<file path="config.mk">
export PLATFORM = sky130hd
export DESIGN_NAME = ccc_lock_reset_seq
export DESIGN_NICKNAME = d
export VERILOG_FILES = /design/src/rtl/ccc_seq_pkg.sv /design/src/rtl/ccc_ce_div.sv /design/src/rtl/ccc_lock_reset_seq.sv
export SDC_FILE = /design/constraint.sdc
export NUM_CORES = 1
export LEC_CHECK = 0
export BUFFER_PORTS_ARGS = -buffer_cell sky130_fd_sc_hd__buf_2
export CORE_MARGIN = 2
export CORE_UTILIZATION = 60
export CTS_CLUSTER_SIZE = 20
export DETAILED_ROUTE_END_ITERATION = 16
export PLACE_DENSITY = 0.79
export SYNTH_ARGS = -nofsm -noshare
export SYNTH_HDL_FRONTEND = slang
export SYNTH_SLANG_ARGS = --single-unit
</file>
<file path="constraint.sdc">
create_clock -name CLK -period 5.2 [get_ports CLK]
set_input_delay 0.78 -clock CLK [delete_from_list [all_inputs] [get_ports CLK]]
set_output_delay 0.78 -clock CLK [all_outputs]
set_load 0.03 [all_outputs]
</file>
<file path="src/rtl/ccc_seq_pkg.sv">
// Shared types and helpers for the CCC lock-qualified reset sequencer.
// Holds the sequencer state encoding and a width helper for counters.
package ccc_seq_pkg;

    typedef enum logic [1:0] {
        WAIT_LOCK = 2'd0,
        STABLE    = 2'd1,
        RELEASE   = 2'd2,
        RUN       = 2'd3
    } seq_state_e;

    function automatic int clog2(input int value);
        int w;
        w = 1;
        while ((1 << w) < value) begin
            w++;
        end
        return w;
    endfunction

endpackage

</file>
<file path="src/rtl/ccc_ce_div.sv">
// Per-domain clock-enable divider, held clear while its domain is in reset.
// The ratio is captured at release and at every wrap so periods are never cut.
module ccc_ce_div #(
    parameter int DIV_W = 8
) (
    input  logic             clk,
    input  logic             reset,
    input  logic             hold,
    input  logic [DIV_W-1:0] ratio_in,
    output logic             ce
);

    logic [DIV_W-1:0] cnt_q;
    logic [DIV_W-1:0] cnt_d;
    logic [DIV_W-1:0] ratio_q;
    logic [DIV_W-1:0] ratio_d;
    logic             ce_q;
    logic             ce_d;
    logic [DIV_W-1:0] last;
    logic             wrap;

    // A zero ratio behaves as divide-by-one.
    assign last = (ratio_q == '0) ? '0 : ratio_q - 1'b1;
    assign wrap = (cnt_q == last);

    always_comb begin
        cnt_d   = cnt_q;
        ratio_d = ratio_q;
        ce_d    = 1'b0;
        if (hold) begin
            cnt_d   = '0;
            ratio_d = ratio_in;
        end else if (wrap) begin
            cnt_d   = '0;
            ratio_d = ratio_in;
            ce_d    = 1'b1;
        end else begin
            cnt_d   = cnt_q + 1'b1;
        end
    end

    always_ff @(posedge clk) begin
        if (reset) begin
            cnt_q   <= '0;
            ratio_q <= '0;
            ce_q    <= 1'b0;
        end else begin
            cnt_q   <= cnt_d;
            ratio_q <= ratio_d;
            ce_q    <= ce_d;
        end
    end

    assign ce = ce_q;

endmodule

</file>
<file path="src/rtl/ccc_lock_reset_seq.sv">
// Lock-qualified reset sequencer behind an FCCC: waits for stable lock,
// releases domain resets in order, and re-asserts them all on lock loss.
module ccc_lock_reset_seq
    import ccc_seq_pkg::*;
#(
    parameter int NUM_CH             = 2,
    parameter int DIV_W              = 8,
    parameter int SYNC_STAGES        = 2,
    parameter int LOCK_STABLE_CYCLES = 1024,
    parameter int SEQ_GAP            = 16,
    parameter int LOSS_W             = 8
) (
    input  logic                    CLK,
    input  logic                    RESET,
    input  logic                    LOCK_IN,
    input  logic [NUM_CH*DIV_W-1:0] DIV_RATIO,
    output logic [NUM_CH-1:0]       RST_OUT,
    output logic [NUM_CH-1:0]       CE_OUT,
    output logic                    LOCKED,
    output logic [LOSS_W-1:0]       LOSS_CNT
);

    localparam int SW = clog2(LOCK_STABLE_CYCLES + 1);
    localparam int GW = clog2(SEQ_GAP + 1);
    localparam int CW = clog2(NUM_CH + 1);

    localparam logic [SW-1:0] STAB_LAST = SW'(LOCK_STABLE_CYCLES - 1);
    localparam logic [GW-1:0] GAP_LAST  = GW'(SEQ_GAP - 1);
    localparam logic [CW-1:0] CH_LAST   = CW'(NUM_CH - 1);
    localparam logic [CW-1:0] CH_ONE    = CW'(1);

    seq_state_e state_q;
    seq_state_e state_d;

    logic [SYNC_STAGES-1:0] sync_q;
    logic [SYNC_STAGES-1:0] sync_d;
    logic                   lock_s;

    logic [SW-1:0]     stab_q;
    logic [SW-1:0]     stab_d;
    logic [GW-1:0]     seq_q;
    logic [GW-1:0]     seq_d;
    logic [CW-1:0]     ch_q;
    logic [CW-1:0]     ch_d;
    logic [NUM_CH-1:0] rst_q;
    logic [NUM_CH-1:0] rst_d;
    logic [NUM_CH-1:0] rst_nx;
    logic              locked_q;
    logic              locked_d;
    logic [LOSS_W-1:0] loss_q;
    logic [LOSS_W-1:0] loss_d;

    logic rel_first;
    logic rel_next;
    logic lost;

    assign sync_d = {sync_q[SYNC_STAGES-2:0], LOCK_IN};
    assign lock_s = sync_q[SYNC_STAGES-1];

    always_ff @(posedge CLK) begin
        if (RESET) begin
            state_q <= WAIT_LOCK;
        end else begin
            state_q <= state_d;
        end
    end

    always_comb begin
        state_d   = state_q;
        stab_d    = stab_q;
        seq_d     = seq_q;
        ch_d      = ch_q;
        rel_first = 1'b0;
        rel_next  = 1'b0;
        lost      = 1'b0;
        unique case (state_q)
            WAIT_LOCK: begin
                if (lock_s) begin
                    state_d = STABLE;
                    stab_d  = '0;
                end
            end
            STABLE: begin
                if (!lock_s) begin
                    state_d = WAIT_LOCK;
                end else if (stab_q == STAB_LAST) begin
                    rel_first = 1'b1;
                    seq_d     = '0;
                    ch_d      = CH_ONE;
                    state_d   = (NUM_CH == 1) ? RUN : RELEASE;
                end else begin
                    stab_d = stab_q + 1'b1;
                end
            end
            RELEASE: begin
                // Loss takes priority over a coincident release.
                if (!lock_s) begin
                    lost    = 1'b1;
                    state_d = WAIT_LOCK;
                end else if (seq_q == GAP_LAST) begin
                    rel_next = 1'b1;
                    seq_d    = '0;
                    ch_d     = ch_q + 1'b1;
                    if (ch_q == CH_LAST) begin
                        state_d = RUN;
                    end
                end else begin
                    seq_d = seq_q + 1'b1;
                end
            end
            RUN: begin
                if (!lock_s) begin
                    lost    = 1'b1;
                    state_d = WAIT_LOCK;
                end
            end
            default: state_d = WAIT_LOCK;
        endcase
    end

    always_comb begin
        rst_d    = rst_q;
        loss_d   = loss_q;
        locked_d = (state_d == RUN);
        if (lost) begin
            rst_d = '1;
            if (loss_q != '1) begin
                loss_d = loss_q + 1'b1;
            end
        end else begin
            if (rel_first) begin
                rst_d[0] = 1'b0;
            end
            for (int i = 0; i < NUM_CH; i++) begin
                if (rel_next && ch_q == CW'(i)) begin
                    rst_d[i] = 1'b0;
                end
            end
        end
    end

    always_ff @(posedge CLK) begin
        if (RESET) begin
            sync_q   <= '0;
            stab_q   <= '0;
            seq_q    <= '0;
            ch_q     <= '0;
            rst_q    <= '1;
            locked_q <= 1'b0;
            loss_q   <= '0;
        end else begin
            sync_q   <= sync_d;
            stab_q   <= stab_d;
            seq_q    <= seq_d;
            ch_q     <= ch_d;
            rst_q    <= rst_d;
            locked_q <= locked_d;
            loss_q   <= loss_d;
        end
    end

    // Dividers clear on the same edge their reset re-asserts.
    assign rst_nx = RESET ? '1 : rst_d;

    for (genvar i = 0; i < NUM_CH; i++) begin : g_div
        ccc_ce_div #(
            .DIV_W(DIV_W)
        ) u_div (
            .clk     (CLK),
            .reset   (RESET),
            .hold    (rst_q[i] | rst_nx[i]),
            .ratio_in(DIV_RATIO[i*DIV_W +: DIV_W]),
            .ce      (CE_OUT[i])
        );
    end

    assign RST_OUT  = rst_q;
    assign LOCKED   = locked_q;
    assign LOSS_CNT = loss_q;

endmodule

</file>
==> results of run 1 <==
## stage by stage
step	utilization, %	area [µm²]	std cells
after global placement	63.9	3990	533
after detailed placement	63.9	3990	533
after global routing	67.0	4180	549
after CTS	67.0	4180	549
after floorplan	-	3820	442
final	67.0	4180	549
## flip-flops by register name (all words and copies together) (netlist names)
register and cells:
LOSS_CNT 8, ch_q 2, g_div.u_div.cnt_q 16, stab_q 11
g_div.u_div.ce 2, seq_q 5, sync_q 2, RST_OUT 2
g_div.u_div.ratio_q 16, state_q 2, LOCKED 1
## cell usage in the layout, fill, tap and decap left out, types with 11 or more instances in the layout
cell type  netlist  layout
dfxtp_1         67      67
inv_1           12      12
nor2_1          46      46
nand2_1         28      28
nand3_1         14      14
xor2_1          21      21
and3_1          11      11
nand4_1         15      15
xnor2_1         16      16
nor3_1          16      16
a21oi_1         12      12
nand2b_1        16      16
a31oi_1         12      12
buf_2            2      31
## worst max-delay path by stage
stage                     cells after the start                                    from                                     end
after floorplan                               9  g_div[1].u_div.ratio_q[0]$_SDFFE_PP0P_  g_div[1].u_div.ratio_q[6]$_SDFFE_PP0P_
after global placement                        8  g_div[1].u_div.ratio_q[0]$_SDFFE_PP0P_  g_div[1].u_div.ratio_q[4]$_SDFFE_PP0P_
after detailed placement                      8  g_div[1].u_div.ratio_q[0]$_SDFFE_PP0P_  g_div[1].u_div.ratio_q[3]$_SDFFE_PP0P_
after CTS                                     8  g_div[1].u_div.ratio_q[0]$_SDFFE_PP0P_  g_div[1].u_div.ratio_q[7]$_SDFFE_PP0P_
after global routing                          8  g_div[1].u_div.ratio_q[0]$_SDFFE_PP0P_  g_div[1].u_div.ratio_q[7]$_SDFFE_PP0P_
final                                         8  g_div[1].u_div.ratio_q[0]$_SDFFE_PP0P_  g_div[1].u_div.ratio_q[7]$_SDFFE_PP0P_
## cell families (layout without fill, tap and decap cells)
logic type | count (synthesis) | after routing | share of synthesized area, %
buf+inv | 30 | 60 | 3.77
simple gates | 202 | 202 | 30.0
xor+xnor | 37 | 37 | 8.48
compound gates | 83 | 83 | 15.8
mux | 14 | 14 | 3.90
flops | 67 | 67 | 35.1
fa+ha+maj | 9 | 9 | 2.95
## area by class of cell
cell class / instances / area share [%]
Inverter: 12 / 1.08
Clock buffer: 12 / 3.47
Sequential cell: 67 / 32.1
Multi-Input combinational cell: 345 / 56.0
Timing Repair Buffer: 32 / 3.89
Clock inverter: 4 / 1.20
Tap cell: 77 / 2.30
## critical path, stage by stage (launching register included)
cell	delay, ns
dfxtp_1	0.46
inv_1	0.10
ha_1	0.34
or3b_2	0.44
a22o_1	0.21
o32a_1	0.16
a2111o_1	0.44
o31ai_4	0.61
mux2_2	0.41
## layer usage
layer / vias to the layer above / share of wire (%) / wire length (µm) / GRT usage (%)
met3: 7 / 5.3 / 420 / 5.74
li1: 1667 / - / - / -
met1: 1527 / 46 / 3680 / 30.3
met4: 0 / 0.91 / 72 / 7.18
met2: 92 / 48 / 3780 / 40.1
met5: - / 0 / 0 / 0
## power breakdown
part / total, mW / switching (mW) / internal (mW)
clock network: 0.432 / 0.198 / 0.234
logic: 0.120 / 0.0698 / 0.0500
registers: 0.535 / 0.0145 / 0.521
total: 1.09 / 0.282 / 0.805
==> out/metrics.cfg, run 1 <==
[placed_design]
dp_worst_setup_slack_ns=1.95
portBuffers=31
gp_congestion=0.842
detailed_place_hpwl_um=5530

[finish]
num-fill-cells=542
nets=495
num_antenna_cells=0
multi_input_area_mm2=0.00234
ff_latch_area_mm2=0.00134
drive_above_1_share_pct=14.6
area_delta_synth_final_pct=9.43

[synthesis]
yosysWarnings=0
synth_top_cell_area_share_pct=35.1
ys_top_cells_by_area=dfxtp_1, xor2_1, nor2_1, xnor2_1, ha_1
ys_ff_latch=67
synth_edf_count=0
synth.most_common_cell=dfxtp_1
synth_top_area_cell=dfxtp_1
ys_seq_area_share_pct=35.1
syn_avg_cell_area_um2=8.64
synth_cell_type_count=70
synth_top_flop_cell=dfxtp_1
synth_common_cells=dfxtp_1, nor2_1, nand2_1
synthArstFlopShare_pct=0
synth_nets=470
synth_area_mm2=0.00382
syn_inst=442

[sta]
rsz0062_at_grt=no
period_minus_slack_ns=3.28
slew_headroom_pct=28.7
setup_viol=0
slew_viol_final=0
whs_ns=0.455
tightest_slew_ns=1.05
finalSetupTns_ns=0
hold_viol=0
clock_skew_ns=0.0133
fin_crit_sh_pct=63.1
fmax_ghz=0.305
worst_slack_ns=1.92

[floorplanning]
die_x_um=83.8
initial_core_util_pct=61.2
io_pins=32
die-area_mm2=0.00702
num_rows=29
die_h_um=83.8
core-area_mm2=0.00624

[clock_tree]
cts_buffers=9
cts_max_level=3
cts_root_buf=clkbuf_8
insertion_delay_ns=0.35
cts_hold_buffers=0
cts.path.max_buffers=2
post_cts_buffers=0
cts_resized=0
cts.clk_slew.worst_paths_ns=0.07
clock_sinks=67
cts_tree=built

[hold_path]
hold_end=sync_q[1]$_SDFF_PP0_
min_from=sync_q[0]$_SDFF_PP0_
worst_hold_path.num_cells=1
hold_class=reg -> reg

[route]
vias=3293
vias_per_cell=6.00
wire_per_inst_um=14.5
finalWirelength_um=7950
ant_nets=0
drt-pass1-iter-count=4
initialDrtViolationCount=135
drc=0

[setup_path]
crit_arrival_ns=3.51
r2r_setup_slack_ns=1.92
r2r_end=g_div[1].u_div.ratio_q[7]$_SDFFE_PP0P_
reg2regPathDepth=8
critPathMaxFanout=15
required_ns=5.43
startpoint_type=flop
end_kind=flop
critPathKind=reg -> reg
rr_startpoint=g_div[1].u_div.ratio_q[0]$_SDFFE_PP0P_

[grt]
grt_max_degree=41
globalRouteOverflowTotal=0
antenna_found_initial=0
grt_pass1_wl_um=13900
grt_util_all_layers_pct=23.8
grt_pass1_vias=3144

[power]
power_mw=1.09
cellPowerDensity_mw_per_mm2=260
p_leak_nw=1.58
ir_worst_vdd_v=0.000232

[flow_run]
maxCapViolCount=0

[status]
status=completed

(Power assumes the default switching activity.)
==> inputs of run 2 (changes only) <==
--- a/config.mk
+++ b/config.mk
@@ -7,10 +7,10 @@
 export LEC_CHECK = 0
 export BUFFER_PORTS_ARGS = -buffer_cell sky130_fd_sc_hd__buf_2
 export CORE_MARGIN = 2
-export CORE_UTILIZATION = 60
+export CORE_UTILIZATION = 54
 export CTS_CLUSTER_SIZE = 20
 export DETAILED_ROUTE_END_ITERATION = 16
-export PLACE_DENSITY = 0.79
+export PLACE_DENSITY = 0.75
 export SYNTH_ARGS = -nofsm -noshare
 export SYNTH_HDL_FRONTEND = slang
 export SYNTH_SLANG_ARGS = --single-unit
==> constraint.sdc (replaced) <==
create_clock -name CLK -period 2.7 [get_ports CLK]
set_input_delay 0.405 -clock CLK [delete_from_list [all_inputs] [get_ports CLK]]
set_output_delay 0.405 -clock CLK [all_outputs]
set_load 0.03 [all_outputs]
==> out/metrics.cfg, run 2 (same netlist as run 1, synthesis figures left out) <==
[status]
status=completed

[floorplanning]
die_x_um=88.1
io_pins=32
core-area_mm2=0.00683
die_h_um=88.1
num_rows=30
initial_core_util_pct=55.9
die-area_mm2=0.00776

[clock_tree]
cts.path.max_buffers=2
cts_tree=built
cts_root_buf=clkbuf_8
insertion_delay_ns=0.35
clock_sinks=67
cts_buffers=9
cts_hold_buffers=0
cts_max_level=3
cts.clk_slew.worst_paths_ns=0.08

[finish]
num_antenna_cells=0
area_delta_synth_final_pct=18.4
fin_area_mm2=0.00452
drive_above_1_share_pct=21.0
reg_top3=g_div.u_div.cnt_q x16, g_div.u_div.ratio_q x16, stab_q x11
layout_commonest_cell=dfxtp_1
nets=518
layout_common_cells=dfxtp_1, nor2_1, buf_2

[power]
ir_worst_vdd_v=0.000306
power_mw=2.22
p_leak_nw=1.75
cellPowerDensity_mw_per_mm2=492

[grt]
grt_util_all_layers_pct=22.3
globalRouteOverflowTotal=0
antenna_found_initial=0
grt_max_degree=26
grt_pass1_vias=3166
grt_pass1_wl_um=13800

[sta]
setup_viol=0
rsz0062_at_grt=yes
hold_viol=0
tightest_slew_ns=0.694
period_minus_slack_ns=2.68
slew_headroom_pct=53.7
slew_viol_final=0
clock_skew_ns=0.0117
fmax_ghz=0.373
fin_crit_sh_pct=99.3

[route]
vias_per_cell=5.87
initialDrtViolationCount=177
ant_nets=0
drt-pass1-iter-count=5
wire_per_inst_um=14.6
vias=3468
drc=0
finalWirelength_um=8640

[placed_design]
dpl_cell_area_mm2=0.00419
gp_congestion=0.831
detailed_place_hpwl_um=5870
portBuffers=31

[setup_path]
end_kind=flop
r2r_setup_slack_ns=0.02
required_ns=2.94
critPathMaxFanout=4
critPathKind=reg -> reg
startpoint_type=flop
crit_arrival_ns=2.92

[flow_run]
maxCapViolCount=0

[hold_path]
hold_class=in -> reg

run 2: cell types whose count changed in the layout (fill, tap and decap cells not counted), sizes merged:
cell / delta
buf: +22
inv: +2
clkbuf: -1
run 2: through the flow:
step / hold WS [ns] / setup TNS, ns / cells / util (%) / worst slack, ns
after floorplan: 0.414 / 0 / 442 / - / 0.0231
after global placement: 0.431 / 0 / 572 / 61.4 / 0.0707
after detailed placement: 0.451 / 0 / 572 / 61.4 / 0.000490
after CTS: 0.259 / 0 / 590 / 64.8 / 0.0151
after global routing: 0.276 / -0.173 / 591 / 66.2 / -0.0348
final: 0.278 / 0 / 591 / 66.2 / 0.0178
run 2: final timing paths:
path / from / endpoint / cells after the start
worst max-delay path: g_div[1].u_div.ratio_q[0]$_SDFFE_PP0P_ / g_div[1].u_div.ratio_q[6]$_SDFFE_PP0P_ / 9
worst min-delay path: LOCK_IN / sync_q[0]$_SDFF_PP0_ / 2
worst max register to register: g_div[1].u_div.ratio_q[0]$_SDFFE_PP0P_ / g_div[1].u_div.ratio_q[6]$_SDFFE_PP0P_ / 9
worst min register to register: sync_q[0]$_SDFF_PP0_ / sync_q[1]$_SDFF_PP0_ / 1
run 2: worst max-delay path, stage by stage (launching register included):
cell and delay [ns]:
dfxtp_4 0.35, inv_2 0.06, ha_4 0.20, or3b_4 0.37
a22o_1 0.18, o32a_1 0.16, a2111o_1 0.44, o31ai_4 0.31
clkbuf_16 0.21, mux2_4 0.28
run 2: repair_timing:
| item | 4_1_cts | 5_1_grt |
|---|---|---|
| cloned | 0 | 1 |
| gates resized for setup | 0 | 12 |
| setup endpoints to repair | 5 | 23 |
| pin swaps | 0 | 4 |
| endpoints found under the hold margin | 0 | 0 |
| setup buffers | 2 | 0 |
run 2: final cells by class:
type / count / area [µm²]
Multi-Input combinational cell: 345 / 2430
Fill cell: 578 / 2310
Sequential cell: 67 / 1350
Timing Repair Buffer: 55 / 365
Clock buffer: 10 / 149
Tap cell: 96 / 120
Clock inverter: 6 / 70.1
Inverter: 12 / 45.0
run 2: where the power goes:
part	internal, mW	switching, mW
clock network	0.490	0.423
logic	0.129	0.153
registers	1.00	0.0275
total	1.62	0.603
run 2: routing by layer:
layer / vias to the layer above / GRT usage, % / wire [µm]
met5: - / 0 / 0
met4: 0 / 10.3 / 150
met3: 13 / 4.81 / 457
met2: 99 / 36.5 / 4130
met1: 1641 / 28.2 / 3900
li1: 1715 / - / -
